File: config.mk
export PLATFORM = sky130hd
export DESIGN_NAME = counter_slot_arbiter
export DESIGN_NICKNAME = d
export VERILOG_FILES = /design/src/rtl/counter_slot_arbiter.sv
export SDC_FILE = /design/constraint.sdc
export NUM_CORES = 1
export LEC_CHECK = 0
export ABC_AREA = 1
export ABC_CLOCK_PERIOD_IN_PS = 2000
export CORE_MARGIN = 3
export CORE_UTILIZATION = 43
export DETAILED_ROUTE_END_ITERATION = 12
export GPL_TIMING_DRIVEN = 0
export PLACE_DENSITY_LB_ADDON = 0.15
export SYNTH_ARGS = -nofsm -noshare
export SYNTH_HDL_FRONTEND = slang
export SYNTH_SLANG_ARGS = --single-unit
File: constraint.sdc
create_clock -name i_clk -period 2 [get_ports i_clk]
set_input_delay 0.3 -clock i_clk [delete_from_list [all_inputs] [get_ports i_clk]]
set_output_delay 0.3 -clock i_clk [all_outputs]
set_load 0.1 [all_outputs]
File: src/rtl/counter_slot_arbiter.sv
// Shared up-counter lent to NUM_REQ requesters as timed slots: arbitrate, count 0..len, pulse done, release.
// Define COUNTER_SLOT_ARBITER_FIXED_PRIO_EN for fixed priority (lowest index wins); default is round-robin.
module counter_slot_arbiter #(
    parameter int NUM_REQ   = 4,
    parameter int CNT_WIDTH = 8
) (
    input  logic                          i_clk,
    input  logic                          i_reset,
    input  logic [NUM_REQ-1:0]            i_req,
    input  logic [NUM_REQ*CNT_WIDTH-1:0]  i_len,
    input  logic                          i_abort,
    output logic [NUM_REQ-1:0]            o_grant,
    output logic [NUM_REQ-1:0]            o_done,
    output logic                          o_busy,
    output logic [CNT_WIDTH-1:0]          o_count
);

    localparam int PTR_W = (NUM_REQ > 1) ? $clog2(NUM_REQ) : 1;

    typedef enum logic [1:0] {
        S_IDLE = 2'd0,
        S_RUN  = 2'd1,
        S_DONE = 2'd2
    } state_t;

    state_t                 r_state;
    state_t                 w_state_nxt;
    logic [NUM_REQ-1:0]     r_grant;
    logic [NUM_REQ-1:0]     w_grant_nxt;
    logic [NUM_REQ-1:0]     r_done;
    logic [NUM_REQ-1:0]     w_done_nxt;
    logic                   r_busy;
    logic                   w_busy_nxt;
    logic [CNT_WIDTH-1:0]   r_count;
    logic [CNT_WIDTH-1:0]   w_count_nxt;

    // Slot data: latched at grant, no reset needed because it is only read while a slot is live.
    logic [CNT_WIDTH-1:0]   r_len;
    logic [CNT_WIDTH-1:0]   w_len_nxt;
    logic [NUM_REQ-1:0]     r_owner_oh;
    logic [NUM_REQ-1:0]     w_owner_oh_nxt;

    logic                   w_any;
    logic [PTR_W-1:0]       w_win;
    logic [NUM_REQ-1:0]     w_win_oh;
    logic [CNT_WIDTH-1:0]   w_win_len;

    assign w_any = |i_req;

`ifdef COUNTER_SLOT_ARBITER_FIXED_PRIO_EN
    // Downward scan so the lowest asserted index is written last and wins.
    always_comb begin
        w_win = '0;
        for (int i = NUM_REQ - 1; i >= 0; i--) begin
            if (i_req[i]) begin
                w_win = PTR_W'(i);
            end
        end
    end
`else
    logic [PTR_W-1:0]       r_last;
    logic [PTR_W-1:0]       w_last_nxt;
    logic [PTR_W-1:0]       r_owner;
    logic [PTR_W-1:0]       w_owner_nxt;
    logic                   w_found;
    logic [PTR_W-1:0]       w_scan;

    // Scan last+1 .. last+NUM_REQ (mod NUM_REQ); first asserted index wins.
    always_comb begin
        w_win   = '0;
        w_found = 1'b0;
        w_scan  = '0;
        for (int i = 1; i <= NUM_REQ; i++) begin
            w_scan = PTR_W'((int'(r_last) + i) % NUM_REQ);
            if (!w_found && i_req[w_scan]) begin
                w_found = 1'b1;
                w_win   = w_scan;
            end
        end
    end
`endif

    always_comb begin
        w_win_oh  = '0;
        w_win_len = '0;
        for (int i = 0; i < NUM_REQ; i++) begin
            if (w_win == PTR_W'(i)) begin
                w_win_oh[i] = 1'b1;
                w_win_len   = i_len[i*CNT_WIDTH +: CNT_WIDTH];
            end
        end
    end

    always_comb begin
        w_state_nxt    = r_state;
        w_grant_nxt    = r_grant;
        w_done_nxt     = '0;
        w_busy_nxt     = r_busy;
        w_count_nxt    = r_count;
        w_len_nxt      = r_len;
        w_owner_oh_nxt = r_owner_oh;
`ifndef COUNTER_SLOT_ARBITER_FIXED_PRIO_EN
        w_last_nxt     = r_last;
        w_owner_nxt    = r_owner;
`endif
        case (r_state)
            S_IDLE: begin
                w_count_nxt = '0;
                if (w_any) begin
                    w_state_nxt    = S_RUN;
                    w_grant_nxt    = w_win_oh;
                    w_busy_nxt     = 1'b1;
                    w_len_nxt      = w_win_len;
                    w_owner_oh_nxt = w_win_oh;
`ifndef COUNTER_SLOT_ARBITER_FIXED_PRIO_EN
                    w_owner_nxt    = w_win;
`endif
                end
            end
            S_RUN: begin
                // Abort outranks completion when both land in the same cycle.
                if (i_abort) begin
                    w_state_nxt = S_IDLE;
                    w_grant_nxt = '0;
                    w_busy_nxt  = 1'b0;
                    w_count_nxt = '0;
`ifndef COUNTER_SLOT_ARBITER_FIXED_PRIO_EN
                    w_last_nxt  = r_owner;
`endif
                end else if (r_count == r_len) begin
                    w_state_nxt = S_DONE;
                    w_grant_nxt = '0;
                    w_done_nxt  = r_owner_oh;
                end else begin
                    w_count_nxt = r_count + CNT_WIDTH'(1);
                end
            end
            S_DONE: begin
                w_state_nxt = S_IDLE;
                w_busy_nxt  = 1'b0;
                w_count_nxt = '0;
`ifndef COUNTER_SLOT_ARBITER_FIXED_PRIO_EN
                w_last_nxt  = r_owner;
`endif
            end
            default: begin
                w_state_nxt = S_IDLE;
                w_grant_nxt = '0;
                w_busy_nxt  = 1'b0;
                w_count_nxt = '0;
            end
        endcase
    end

    always_ff @(posedge i_clk or posedge i_reset) begin
        if (i_reset) begin
            r_state <= S_IDLE;
            r_grant <= '0;
            r_done  <= '0;
            r_busy  <= 1'b0;
            r_count <= '0;
`ifndef COUNTER_SLOT_ARBITER_FIXED_PRIO_EN
            r_last  <= PTR_W'(NUM_REQ - 1);
`endif
        end else begin
            r_state <= w_state_nxt;
            r_grant <= w_grant_nxt;
            r_done  <= w_done_nxt;
            r_busy  <= w_busy_nxt;
            r_count <= w_count_nxt;
`ifndef COUNTER_SLOT_ARBITER_FIXED_PRIO_EN
            r_last  <= w_last_nxt;
`endif
        end
    end

    always_ff @(posedge i_clk) begin
        r_len      <= w_len_nxt;
        r_owner_oh <= w_owner_oh_nxt;
`ifndef COUNTER_SLOT_ARBITER_FIXED_PRIO_EN
        r_owner    <= w_owner_nxt;
`endif
    end

    assign o_grant = r_grant;
    assign o_done  = r_done;
    assign o_busy  = r_busy;
    assign o_count = r_count;

endmodule

After elaboration in Yosys (flattened, before gate mapping)
Cells that the tools add are included.
{"block": "totals", "register_bits": 35, "input_bits": 39, "elab_cells": 86}
{"block": "op_classes", "n_addsub": 5, "magnitude_cmp": 4, "n_eq_ne": 10, "muxes": 42, "bitwise": 1, "reduce_logical": 15}
{"operator": "two-way mux 8 bit", "n": 7}
{"operator": "two-way mux 4 bit", "n": 6}
{"operator": "two-way mux 2 bit", "n": 8}
{"operator": "two-way mux 1 bit", "n": 13}
{"operator": "less-than comparator 2 x 3 -> 1 bit, second input constant", "n": 4}
{"operator": "case mux 4 bit (3 select lines)", "n": 1}
{"operator": "adder 8 x 1 -> 8 bit, second input constant", "n": 1}
{"operator": "binary-select mux 1 bit (select 2 bit)", "n": 4}
{"operator": "equality test 8 bit", "n": 1}
{"operator": "case mux 2 bit (2 select lines)", "n": 2}
{"operator": "AND reduction 2 bit", "n": 4}
{"operator": "equality test 2 bit, second input constant", "n": 3}
{"operator": "!= test 3 bit, second input constant", "n": 2}
{"operator": "adder 2 x 1 -> 2 bit, second input constant", "n": 2}
{"operator": "adder 2 bit, second input constant", "n": 2}
{"operator": "equality test 2 x 1 -> 1 bit, second input constant", "n": 2}
{"operator": "zero test 2 bit", "n": 2}
{"operator": "!= test 2 bit, second input constant", "n": 2}
{"operator": "OR reduction 4 bit", "n": 1}
{"operator": "logical AND 1 bit", "n": 3}
{"operator": "zero test 1 bit", "n": 3}
{"operator": "AND reduction 3 bit", "n": 1}
{"operator": "case mux 1 bit (2 select lines)", "n": 1}
{"operator": "nonzero test 2 bit", "n": 1}
{"operator": "inverter 1 bit", "n": 1}

Depth between registers and ports, before layout
Gate-level depths: netlist of run 1.
{"block": "depth", "ltp_word": 18, "mapped_depth": 14, "ltp_nobuf": 12}

Worst setup path after synthesis of run 1
No wires, ideal clock.
{"block": "synth_timing", "kind": "register -> register", "start": "register r_count[6] (netlist: o_count[6])", "end": "register r_count[5] (netlist: o_count[5])", "t_arrival_ns": 2.102, "setup_slack_ns": -0.173, "stages_incl_launch_ff": 12, "synth_period_minus_slack_ns": 2.173, "path_cell_list": "dfrtp_1 > inv_1 > or2_2 > nand4_1 > nor2_1 > nand2_1 > nand2_1 > nor2_1 > nand2_1 > nand2_1 > nand2_1 > nor2_1"}
{"block": "synth_via", "elab_chain_len": 2}
{"element": "from (decl)", "line": "34", "text": "logic [CNT_WIDTH-1:0] r_count;"}
{"element": "from (signal assigned)", "line": "170", "text": "r_count <= w_count_nxt;"}
{"element": "equality test 8 bit", "line": "130", "text": "end else if (r_count == r_len) begin"}
{"element": "!= test 3 bit (no source line)"}
No other way between the ends.
A chain may end at the register's enable or synchronous reset.

Worst setup path in the final report of run 1
{"block": "layout_timing", "start": "register r_last[0]", "end": "register r_len[2], data pin"}
{"block": "layout_via", "elab_chain_len": 18, "word_cells_on_any_way": 33}
{"element": "from (decl)", "line": "61", "text": "logic [PTR_W-1:0] r_last;"}
{"element": "from (signal assigned)", "line": "163", "text": "r_last <= PTR_W'(NUM_REQ - 1);"}
{"element": "from (signal assigned)", "line": "172", "text": "r_last <= w_last_nxt;"}
{"element": "adder 2 x 1 -> 2 bit", "line": "74", "text": "w_scan = PTR_W'((int'(r_last) + i) % NUM_REQ);"}
{"element": "binary-select mux 1 bit (select 2 bit)", "line": "75", "text": "if (!w_found && i_req[w_scan]) begin"}
{"element": "two-way mux 1 bit (implied by the code)", "line": "75"}
{"element": "two-way mux 1 bit", "line": "75"}
{"element": "zero test 1 bit", "line": "75"}
{"element": "logical AND 1 bit", "line": "75"}
{"element": "two-way mux 1 bit", "line": "75"}
{"element": "zero test 1 bit", "line": "75"}
{"element": "logical AND 1 bit", "line": "75"}
{"element": "two-way mux 1 bit", "line": "75"}
{"element": "zero test 1 bit", "line": "75"}
{"element": "logical AND 1 bit", "line": "75"}
{"element": "two-way mux 2 bit (*)", "line": "75"}
{"element": "zero test 2 bit", "line": "87", "text": "if (w_win == PTR_W'(i)) begin"}
{"element": "two-way mux 8 bit (3 in series)", "line": "87"}
{"element": "two-way mux 8 bit (*)", "line": "87"}
{"element": "net w_win_len[2]", "line": "46", "text": "logic [CNT_WIDTH-1:0] w_win_len;"}
{"element": "to (signal assigned)", "line": "178", "text": "r_len <= w_len_nxt;"}
{"element": "to (decl)", "line": "38", "text": "logic [CNT_WIDTH-1:0] r_len;"}
The timed path passes the listed nets; every way through them passes the cells marked *. The select of a mux whose other input is x is not followed.

==> flow_metrics.env, run 1 <==
export IMPL_setup_violations=7
export IMPL_dr_pass1_iters=4
export IMPL_slew_headroom_pct=36.2
export IMPL_num_rows=24
export IMPL_status="finished, violations left"
export IMPL_grt_pass1_wl_um=8440
export IMPL_path_clk_slew_ps=60
export IMPL_hold_end="r_last[1]"
export IMPL_ys_warn_count=0
export IMPL_violations="negative setup slack"
export IMPL_setup_slack_ps=-86.2
export IMPL_rrSetupSlack_ps=-90
export IMPL_synthFlopType="dfrtp_1"
export IMPL_coreArea_um2=4470
export IMPL_nFillCells=341
export IMPL_critPathMaxFanout=6
export IMPL_initial_core_util_pct=45.5
export IMPL_synth_avg_cell_area_um2=8.38
export IMPL_fin_nets=364
export IMPL_clk_latency_ps=290
export IMPL_finalCriticalPeriod_ps=2090
export IMPL_die_h_um=74.8
export IMPL_drt_iter0_drc=96
export IMPL_cts_root_buf="clkbuf_8"
export IMPL_hold_ws_ps=460
export IMPL_cp_start_kind="flop"
export IMPL_total_power_mw=5.80
export IMPL_syn_inst=243
export IMPL_finalHoldViolations=0
export IMPL_cp_slowest_cell="dfstp_2"
export IMPL_yosys_area_top_type_share_pct=23.3
export IMPL_hp_start="r_owner[1]"
export IMPL_synth_top_cell_by_area="dfrtp_1"
export IMPL_ir_worst_vdd_uv=1260
export IMPL_syn_nets=283
export IMPL_layout_drive_gt1_share_pct=27.1
export IMPL_drc=0
export IMPL_r2r_end="r_len[2]"
export IMPL_syn_cell_area_um2=2040
export IMPL_dp_slack_ps=-277
export IMPL_critPathKind="reg -> reg"
export IMPL_ys_top_cells_by_area="dfrtp_1, edfxtp_1, nand2_1"
export IMPL_area_growth_pct=51.5
export IMPL_ys_seq_elements=35
export IMPL_cts_htree_levels=2
export IMPL_gr_total_overflow=0
export IMPL_leakage_nw=1.42
export IMPL_seq_area_frac_synth_pct=46.6
export IMPL_rsz0062_at_grt="true"
export IMPL_gp_congestion=0.821
export IMPL_hold_buffers=0
export IMPL_p_per_area_nw_per_um2=1880
export IMPL_worstPathRequired_ps=2000
export IMPL_arrival_ps=2090
export IMPL_antenna_found_initial=0
export IMPL_dieArea_um2=5600
export IMPL_endpoint_kind="flop"
export IMPL_grt_pass1_vias=1825
export IMPL_synth_edf_count=14
export IMPL_cp_slowest_stage_delay_ps=530
export IMPL_clock_sinks=35
export IMPL_cts_tree="done"
export IMPL_fmax_mhz=479
export IMPL_via_count=1974
export IMPL_wirelength_um=5020
export IMPL_final_cells=377
export IMPL_hold_path_class="reg -> reg"
export IMPL_dp_hpwl_um=3480
export IMPL_tightest_slew_ps=961
export IMPL_clk_path_buf_depth=2
export IMPL_hold_path_depth=2
export IMPL_die_x_um=74.8
export IMPL_path_cells="buf_8, buf_12, nand2_4, nand2_4, nand2_4, o21ai_4, nand4_4, nand2_8, buf_6, nor2_4, nand2_1, nand4_1"
export IMPL_clock_skew_ps=8.41
export IMPL_port_buffers=55
export IMPL_ant_nets=0
export IMPL_viasPerCell=5.24
export IMPL_cap_violations=0
export IMPL_track_usage_pct=19.7
export IMPL_reg2reg_from="r_last[0]"
export IMPL_ff2ff_path_depth=12
export IMPL_avgRoutedWirePerCell_um=13.3
export IMPL_n_antenna_cell=0
export IMPL_async_flop_share_pct=60.0
export IMPL_yosys_cell_count_top_type="nand2_1"
export IMPL_period_share_pct=104
export IMPL_cts_buffers=5
export IMPL_crit_top_cell="nand2_4"
export IMPL_slew_viol_final=0
export IMPL_grt_max_degree=22
export IMPL_synth_common_cells="nand2_1, inv_1, nand3_1"
export IMPL_synth_cell_types=33
export IMPL_placedCellCount=350
export IMPL_ioPinCount=56
[per-layer routing]
layer	share of wire, %	global-route usage, %
met5	0	0
met4	1.3	6.32
met3	7.0	5.47
met2	46	30.8
met1	46	26.6
[critical path: cells and delay by family (launching register included)]
family / cells / cell delay [ps]
buffers and inverters: 3 / 350
AOI/OAI and AO/OA: 1 / 100
DFF: 1 / 530
and+or+nand+nor: 8 / 810
[stage by stage]
| stage | instance area, µm² | utilization (%) | setup TNS, ps |
|---|---|---|---|
| floorplan | 2050 | - | 0 |
| global placement | 2660 | 59.5 | -5920 |
| detailed placement | 2660 | 59.5 | -6440 |
| CTS | 3030 | 67.6 | -182 |
| global route | 3090 | 69.0 | -1150 |
| finish | 3090 | 69.0 | -266 |
[state kept, by name (all words and copies together) (netlist names)]
register    count
o_done          4
o_grant         4
o_busy          1
r_state         2
r_owner_oh      4
r_owner         2
o_count         8
r_len           8
r_last          2
[what timing repair did]
action	CTS	global route
setup buffers	15	1
endpoints found under the setup margin	43	15
resized for setup	53	13
gates cloned	3	0
pin swaps	18	11
[layout make-up]
type	count	area, µm²	area share (%)
Multi-Input combinational cell	175	1080	35.1
Sequential cell	35	958	31.1
Timing Repair Buffer	73	719	23.3
Inverter	29	116	3.77
Clock buffer	6	72.6	2.35
Tap cell	52	65.1	2.11
Buffer	5	57.6	1.87
Clock inverter	2	12.5	0.406
[cell families (layout without fill, tap and decap cells)]
kind of cell    after synthesis  count (layout)  synth area share [%]
buf+inv                      34             115                  7.74
flops                        35              35                  46.6
xor+xnor                      6               6                  2.58
compound gates               19              19                  5.59
fa+ha+maj                     1               1                 0.614
simple gates                148             149                  36.9
[layout by cell type, fill, tap and decap left out, types with 2 or more instances in the layout]
cell type        netlist  routed
buf_8                  0       2
inv_1                 26      25
nand3_2                0       4
nand3_1               26      22
nand4_1               19      19
buf_6                  3       8
inv_2                  2       3
clkbuf_8               0       5
dfrtp_1               19      11
nor3_1                 2       2
nor2_1                17      15
nand2_4                2      14
dfrtp_2                0       8
nor2_4                 1       3
buf_4                  1      10
nand2_1               61      49
o21ai_0                8       8
or2_2                  3       3
dlygate4sd2_1          0      17
nand2_2               11      10
a21oi_1                4       4
edfxtp_1              14      14
nor2_2                 1       2
xnor2_1                5       5
clkdlybuf4s50_1        0      38
dfstp_2                2       2
o21ai_2                4       3
[how the worst max path moves through the flow]
stage	to	slack, ps	cells after the start	startpoint
2_1_floorplan	r_len[0]	80	13	r_last[0]
6_report	r_len[2]	-90	12	r_last[0]
3_3_place_gp	r_len[2]	-240	11	i_req[3]
5_1_grt	r_len[2]	-140	13	r_last[0]
3_5_place_dp	r_len[7]	-280	3	i_req[0]
4_1_cts	r_len[2]	-70	13	r_last[0]
[power breakdown]
group	internal, mW	total (mW)	switching [mW]	leakage (nW)
sequential	1.16	1.27	0.112	0.401
clock	0.243	0.496	0.252	0.0412
combinational	1.65	4.03	2.38	0.976
total	3.05	5.80	2.75	1.42
(Power assumes the default switching activity.)
==> run 2, diff against run 1 <==
--- a/config.mk
+++ b/config.mk
@@ -10,8 +10,8 @@
 export CORE_MARGIN = 3
 export CORE_UTILIZATION = 43
 export DETAILED_ROUTE_END_ITERATION = 12
-export GPL_TIMING_DRIVEN = 0
 export PLACE_DENSITY_LB_ADDON = 0.15
+export SETUP_SLACK_MARGIN = 0.15
 export SYNTH_ARGS = -nofsm -noshare
 export SYNTH_HDL_FRONTEND = slang
 export SYNTH_SLANG_ARGS = --single-unit
==> run 2 against run 1 <==
Effect of this change: the flow still finishes with violations (negative setup slack); power shrank 6.7%; non-clock buffer count is the same; first-iteration DRC count grew 13%; critical path type unchanged.
==> flow_metrics.env, run 2 (synthesis gave the netlist of run 1 again) <==
export IMPL_total_power_mw=5.41
export IMPL_gp_congestion=0.861
export IMPL_cp_start_kind="flop"
export IMPL_setup_violations=1
export IMPL_num_rows=24
export IMPL_path_clk_slew_ps=70
export IMPL_finalCriticalPeriod_ps=2010
export IMPL_cts_buffers=5
export IMPL_clk_path_buf_depth=2
export IMPL_stdcell_area_um2=3050
export IMPL_dr_pass1_iters=5
export IMPL_dp_slack_ps=-205
export IMPL_final_cells=379
export IMPL_n_antenna_cell=0
export IMPL_grt_pass1_wl_um=7940
export IMPL_cap_violations=0
export IMPL_p_per_area_nw_per_um2=1770
export IMPL_drt_iter0_drc=108
export IMPL_final_cell_mix="nand2_1, clkdlybuf4s50_1, buf_4"
export IMPL_cts_root_buf="clkbuf_8"
export IMPL_placed_area_um2=2730
export IMPL_grt_max_degree=22
export IMPL_coreArea_um2=4470
export IMPL_drc=0
export IMPL_layout_drive_gt1_share_pct=32.7
export IMPL_die_h_um=74.8
export IMPL_clock_sinks=35
export IMPL_endpoint_kind="flop"
export IMPL_rrSetupSlack_ps=-10
export IMPL_clock_skew_ps=6.36
export IMPL_cts_htree_levels=2
export IMPL_crit_top_cell="nand2_4"
export IMPL_wirelength_um=4960
export IMPL_gr_total_overflow=0
export IMPL_grt_pass1_vias=1760
export IMPL_violations="negative setup slack"
export IMPL_crit_family="simple AND/OR/NAND/NOR gates"
export IMPL_antenna_found_initial=0
export IMPL_status="finished, violations left"
export IMPL_slew_viol_final=0
export IMPL_track_usage_pct=18.7
export IMPL_rsz0062_at_grt="true"
export IMPL_slew_headroom_pct=76.0
export IMPL_worstPathRequired_ps=2020
export IMPL_setup_slack_ps=-10.6
export IMPL_nFillCells=374
export IMPL_fmax_mhz=497
export IMPL_finalHoldViolations=0
export IMPL_initial_core_util_pct=45.5
export IMPL_avgRoutedWirePerCell_um=13.1
export IMPL_fin_util_pct=68.2
export IMPL_critPathBufInv=3
export IMPL_port_buffers=55
export IMPL_clk_latency_ps=290
export IMPL_dieArea_um2=5600
export IMPL_leakage_nw=1.37
export IMPL_seq_area_um2=958
export IMPL_path_cells="buf_12, inv_8, nand2_4, nand2_4, nand2_4, nand2_4, o21ai_4, nand3_4, buf_6, nand4_1, nand4_1"
export IMPL_tightest_slew_ps=357
export IMPL_arrival_ps=2030
export IMPL_period_share_pct=101
export IMPL_hold_path_class="in -> async"
export IMPL_ir_worst_vdd_uv=1140
export IMPL_placedCellCount=363
export IMPL_area_growth_pct=49.9
export IMPL_via_count=1924
export IMPL_die_x_um=74.8
export IMPL_critPathMaxFanout=8
export IMPL_layout_commonest_cell="nand2_1"
export IMPL_cts_tree="done"
export IMPL_cp_slowest_cell="dfstp_2"
export IMPL_cp_slowest_stage_delay_ps=560
export IMPL_ant_nets=0
export IMPL_viasPerCell=5.08
export IMPL_critPathKind="reg -> reg"
export IMPL_multi_input_area_um2=1120
export IMPL_fin_nets=366
export IMPL_ioPinCount=56
export IMPL_dp_hpwl_um=3640
[run 2: changes by cell type in the layout (fill, tap and decap cells not counted), moves of 2 or more]
cell and change:
buf_6 -3, buf_8 -2, buf_4 +24, nand2_4 +4
nand3_2 -2, nand3_1 +2, dlygate4sd2_1 -17
[run 2: cell type report]
type,count,share of cell area (%)
timing repair buffer,78,23.3
tap,52,2.13
inverter,29,3.81
sequential,35,31.4
multi-input combinational,177,36.6
clock inverter,2,0.410
clock buffer,6,2.38
[run 2: through the flow]
step / hold slack (ps) / setup TNS [ps]
final: 340 / -10.6
after floorplan: 274 / 0
after CTS: 338 / 0
after global placement: 442 / -1880
after global routing: 369 / -684
after detailed placement: 457 / -2080
[run 2: worst paths after layout]
path,from,cells after the start,endpoint
min in group i_clk,r_owner[0],2,r_last[0]
max in group asynchronous,i_reset,3,r_last[1]
worst max-delay path,r_last[0],11,r_len[2]
worst max register to register,r_last[0],11,r_len[2]
worst min-delay path,i_reset,3,o_done[1]
worst min register to register,r_owner[0],2,r_last[0]
[run 2: power breakdown]
group          switching [mW]  total (mW)  internal (mW)  leakage, nW
registers               0.126        1.29           1.16        0.401
clock network           0.247       0.490          0.243       0.0412
logic                    2.27        3.64           1.36        0.927
[run 2: what timing repair did]
action	CTS	global route
endpoints found under the setup margin	16	19
cloned	2	1
gates resized for setup	19	22
buffers inserted	3	2
hold buffers	0	0
pin swaps	3	2
[run 2: routing by layer]
metal	share of wire [%]	global-route usage (%)	vias up
met3	6.2	4.54	9
met2	47	28.4	76
li1	-	-	983
met4	1.5	5.93	0
met5	0	0	-
met1	46	26.3	856
[run 2: worst reg2reg max path, stage by stage, from the launching register on]
cell and delay (ps):
dfstp_2 560, buf_12 120, inv_8 50, nand2_4 60, nand2_4 70, nand2_4 90
nand2_4 80, o21ai_4 160, nand3_4 170, buf_6 180, nand4_1 80, nand4_1 120
==> run 3, diff against run 2 <==
--- a/config.mk
+++ b/config.mk
@@ -7,11 +7,13 @@
 export LEC_CHECK = 0
 export ABC_AREA = 1
 export ABC_CLOCK_PERIOD_IN_PS = 2000
+export CAP_MARGIN = 20
 export CORE_MARGIN = 3
 export CORE_UTILIZATION = 43
 export DETAILED_ROUTE_END_ITERATION = 12
 export PLACE_DENSITY_LB_ADDON = 0.15
 export SETUP_SLACK_MARGIN = 0.15
+export SKIP_CTS_REPAIR_TIMING = 1
 export SYNTH_ARGS = -nofsm -noshare
 export SYNTH_HDL_FRONTEND = slang
 export SYNTH_SLANG_ARGS = --single-unit
==> run 3 against run 2 <==
Effect of this change: the flow still finishes with violations (negative setup slack); clock power is essentially flat; largest cell class unchanged; flip-flop and latch count is the same; wire length shrank 1.0%; via count shrank 0.88%; utilization shrank 0.56 points; global-route usage shrank 1.2 points; clock skew shrank 1.1 ps; first-iteration DRC count grew 24%; non-clock buffer count grew 1.
==> flow_metrics.env, run 3 (synthesis gave the netlist of run 1 again) <==
export IMPL_die_x_um=74.8
export IMPL_ioPinCount=56
export IMPL_nFillCells=377
export IMPL_slew_headroom_pct=75.3
export IMPL_grt_pass1_wl_um=7490
export IMPL_rsz0062_at_grt="true"
export IMPL_fin_util_pct=67.7
export IMPL_grt_max_degree=22
export IMPL_switchingPower_mw=2.60
export IMPL_gp_congestion=0.861
export IMPL_status="finished, violations left"
export IMPL_dieArea_um2=5600
export IMPL_dp_hpwl_um=3640
export IMPL_clk_latency_ps=290
export IMPL_initial_core_util_pct=45.5
export IMPL_cts_buffers=5
export IMPL_drt_iter0_drc=134
export IMPL_ant_nets=0
export IMPL_setup_violations=2
export IMPL_cap_violations=0
export IMPL_cts_tree="done"
export IMPL_ir_worst_vdd_uv=1070
export IMPL_viasPerCell=5.02
export IMPL_n_antenna_cell=0
export IMPL_clock_sinks=35
export IMPL_clock_skew_ps=5.27
export IMPL_grt_pass1_vias=1681
export IMPL_cts_root_buf="clkbuf_8"
export IMPL_avgRoutedWirePerCell_um=12.9
export IMPL_path_clk_slew_ps=70
export IMPL_switching_share_pct=48.9
export IMPL_critPathMaxFanout=6
export IMPL_layout_commonest_cell="nand2_1"
export IMPL_slew_viol_final=0
export IMPL_setup_slack_ps=-20.2
export IMPL_drc=0
export IMPL_dr_pass1_iters=4
export IMPL_antenna_found_initial=0
export IMPL_combPwrFrac_pct=66.4
export IMPL_finalHoldViolations=0
export IMPL_gr_total_overflow=0
export IMPL_critPathBufInv=2
export IMPL_cp_start_kind="flop"
export IMPL_via_count=1907
export IMPL_path_cells="buf_6, nand2_1, nand2_2, inv_1, nand2_2, o21ai_4, nand2_4, nand3_4, nand2_8, nor2_4, nand2_1, nand4_1"
export IMPL_worstPathRequired_ps=2020
export IMPL_arrival_ps=2040
export IMPL_crit_path_start="r_last[0]"
export IMPL_port_buffers=55
export IMPL_die_h_um=74.8
export IMPL_clk_path_buf_depth=2
export IMPL_tightest_slew_ps=367
export IMPL_seq_power_share_pct=24.4
export IMPL_period_share_pct=101
export IMPL_cts_htree_levels=2
export IMPL_leakage_nw=1.36
export IMPL_rrSetupSlack_ps=-20
export IMPL_area_growth_pct=48.6
export IMPL_track_usage_pct=17.5
export IMPL_final_cell_mix="nand2_1, clkdlybuf4s50_1, buf_4"
export IMPL_num_rows=24
export IMPL_clkPwrFrac_pct=9.2
export IMPL_hold_path_class="in -> async"
export IMPL_reg2reg_from="r_last[0]"
export IMPL_layout_drive_gt1_share_pct=32.9
export IMPL_p_int_mw=2.72
export IMPL_crit_family="simple AND/OR/NAND/NOR gates"
export IMPL_cp_slowest_stage_delay_ps=630
export IMPL_violations="negative setup slack"
export IMPL_fin_nets=367
export IMPL_p_per_area_nw_per_um2=1760
export IMPL_finalCriticalPeriod_ps=2020
export IMPL_cp_slowest_cell="dfstp_2"
export IMPL_wirelength_um=4910
export IMPL_fmax_mhz=495
export IMPL_coreArea_um2=4470
export IMPL_endpoint_kind="flop"
export IMPL_critPathKind="reg -> reg"
export IMPL_total_power_mw=5.33
## run 3: layout make-up
cell class | instances | area, µm² | area share, %
repair buffers | 79 | 707 | 23.3
clock inverters | 2 | 12.5 | 0.413
flip-flops and latches | 35 | 958 | 31.7
inverters | 29 | 114 | 3.76
clock buffers | 6 | 72.6 | 2.40
multi-input cells | 177 | 1100 | 36.3
well taps | 52 | 65.1 | 2.15
## run 3: power by group through the flow
stage                     clock network [mW]  registers (mW)  logic (mW)
after detailed placement                   0            1.32        2.92
after global routing                   0.541            1.33        3.87
after global placement                     0            1.32        2.88
final                                  0.492            1.30        3.54
after floorplan                            0            1.58        1.95
after CTS                              0.511            1.31        2.93
## run 3: worst min-delay path, stage by stage
cell	delay (ps)
clkdlybuf4s50_1	390
inv_1	50
buf_4	270
## run 3: worst paths after layout
check / to / depth (start not counted)
min in group i_clk: r_last[0] / 2
min reg2reg: r_last[0] / 2
max: r_len[2] / 12
min: o_done[2] / 3
max reg2reg: r_len[2] / 12
max in group asynchronous: r_last[0] / 3
## run 3: per-layer routing
layer  vias up  part of all wire, %  wire (µm)  global-route usage [%]
met4         0                  1.9         94                    5.93
met2        67                   46       2280                    25.1
li1        986                    -          -                       -
met5         -                    0          0                       0
met3         8                  5.3        260                    4.54
met1       846                   46       2280                    25.6
## run 3: stage by stage
stage	setup TNS, ps	std cells	setup slack [ps]	cell area [µm²]	hold WS (ps)
6_report	-32.8	380	-20.2	3030	337
5_1_grt	-1170	380	-154	3030	368
4_1_cts	-723	371	-113	2820	338
3_5_place_dp	-2080	363	-205	2730	457
3_3_place_gp	-1880	363	-190	2730	442
2_1_floorplan	0	243	101	2070	274
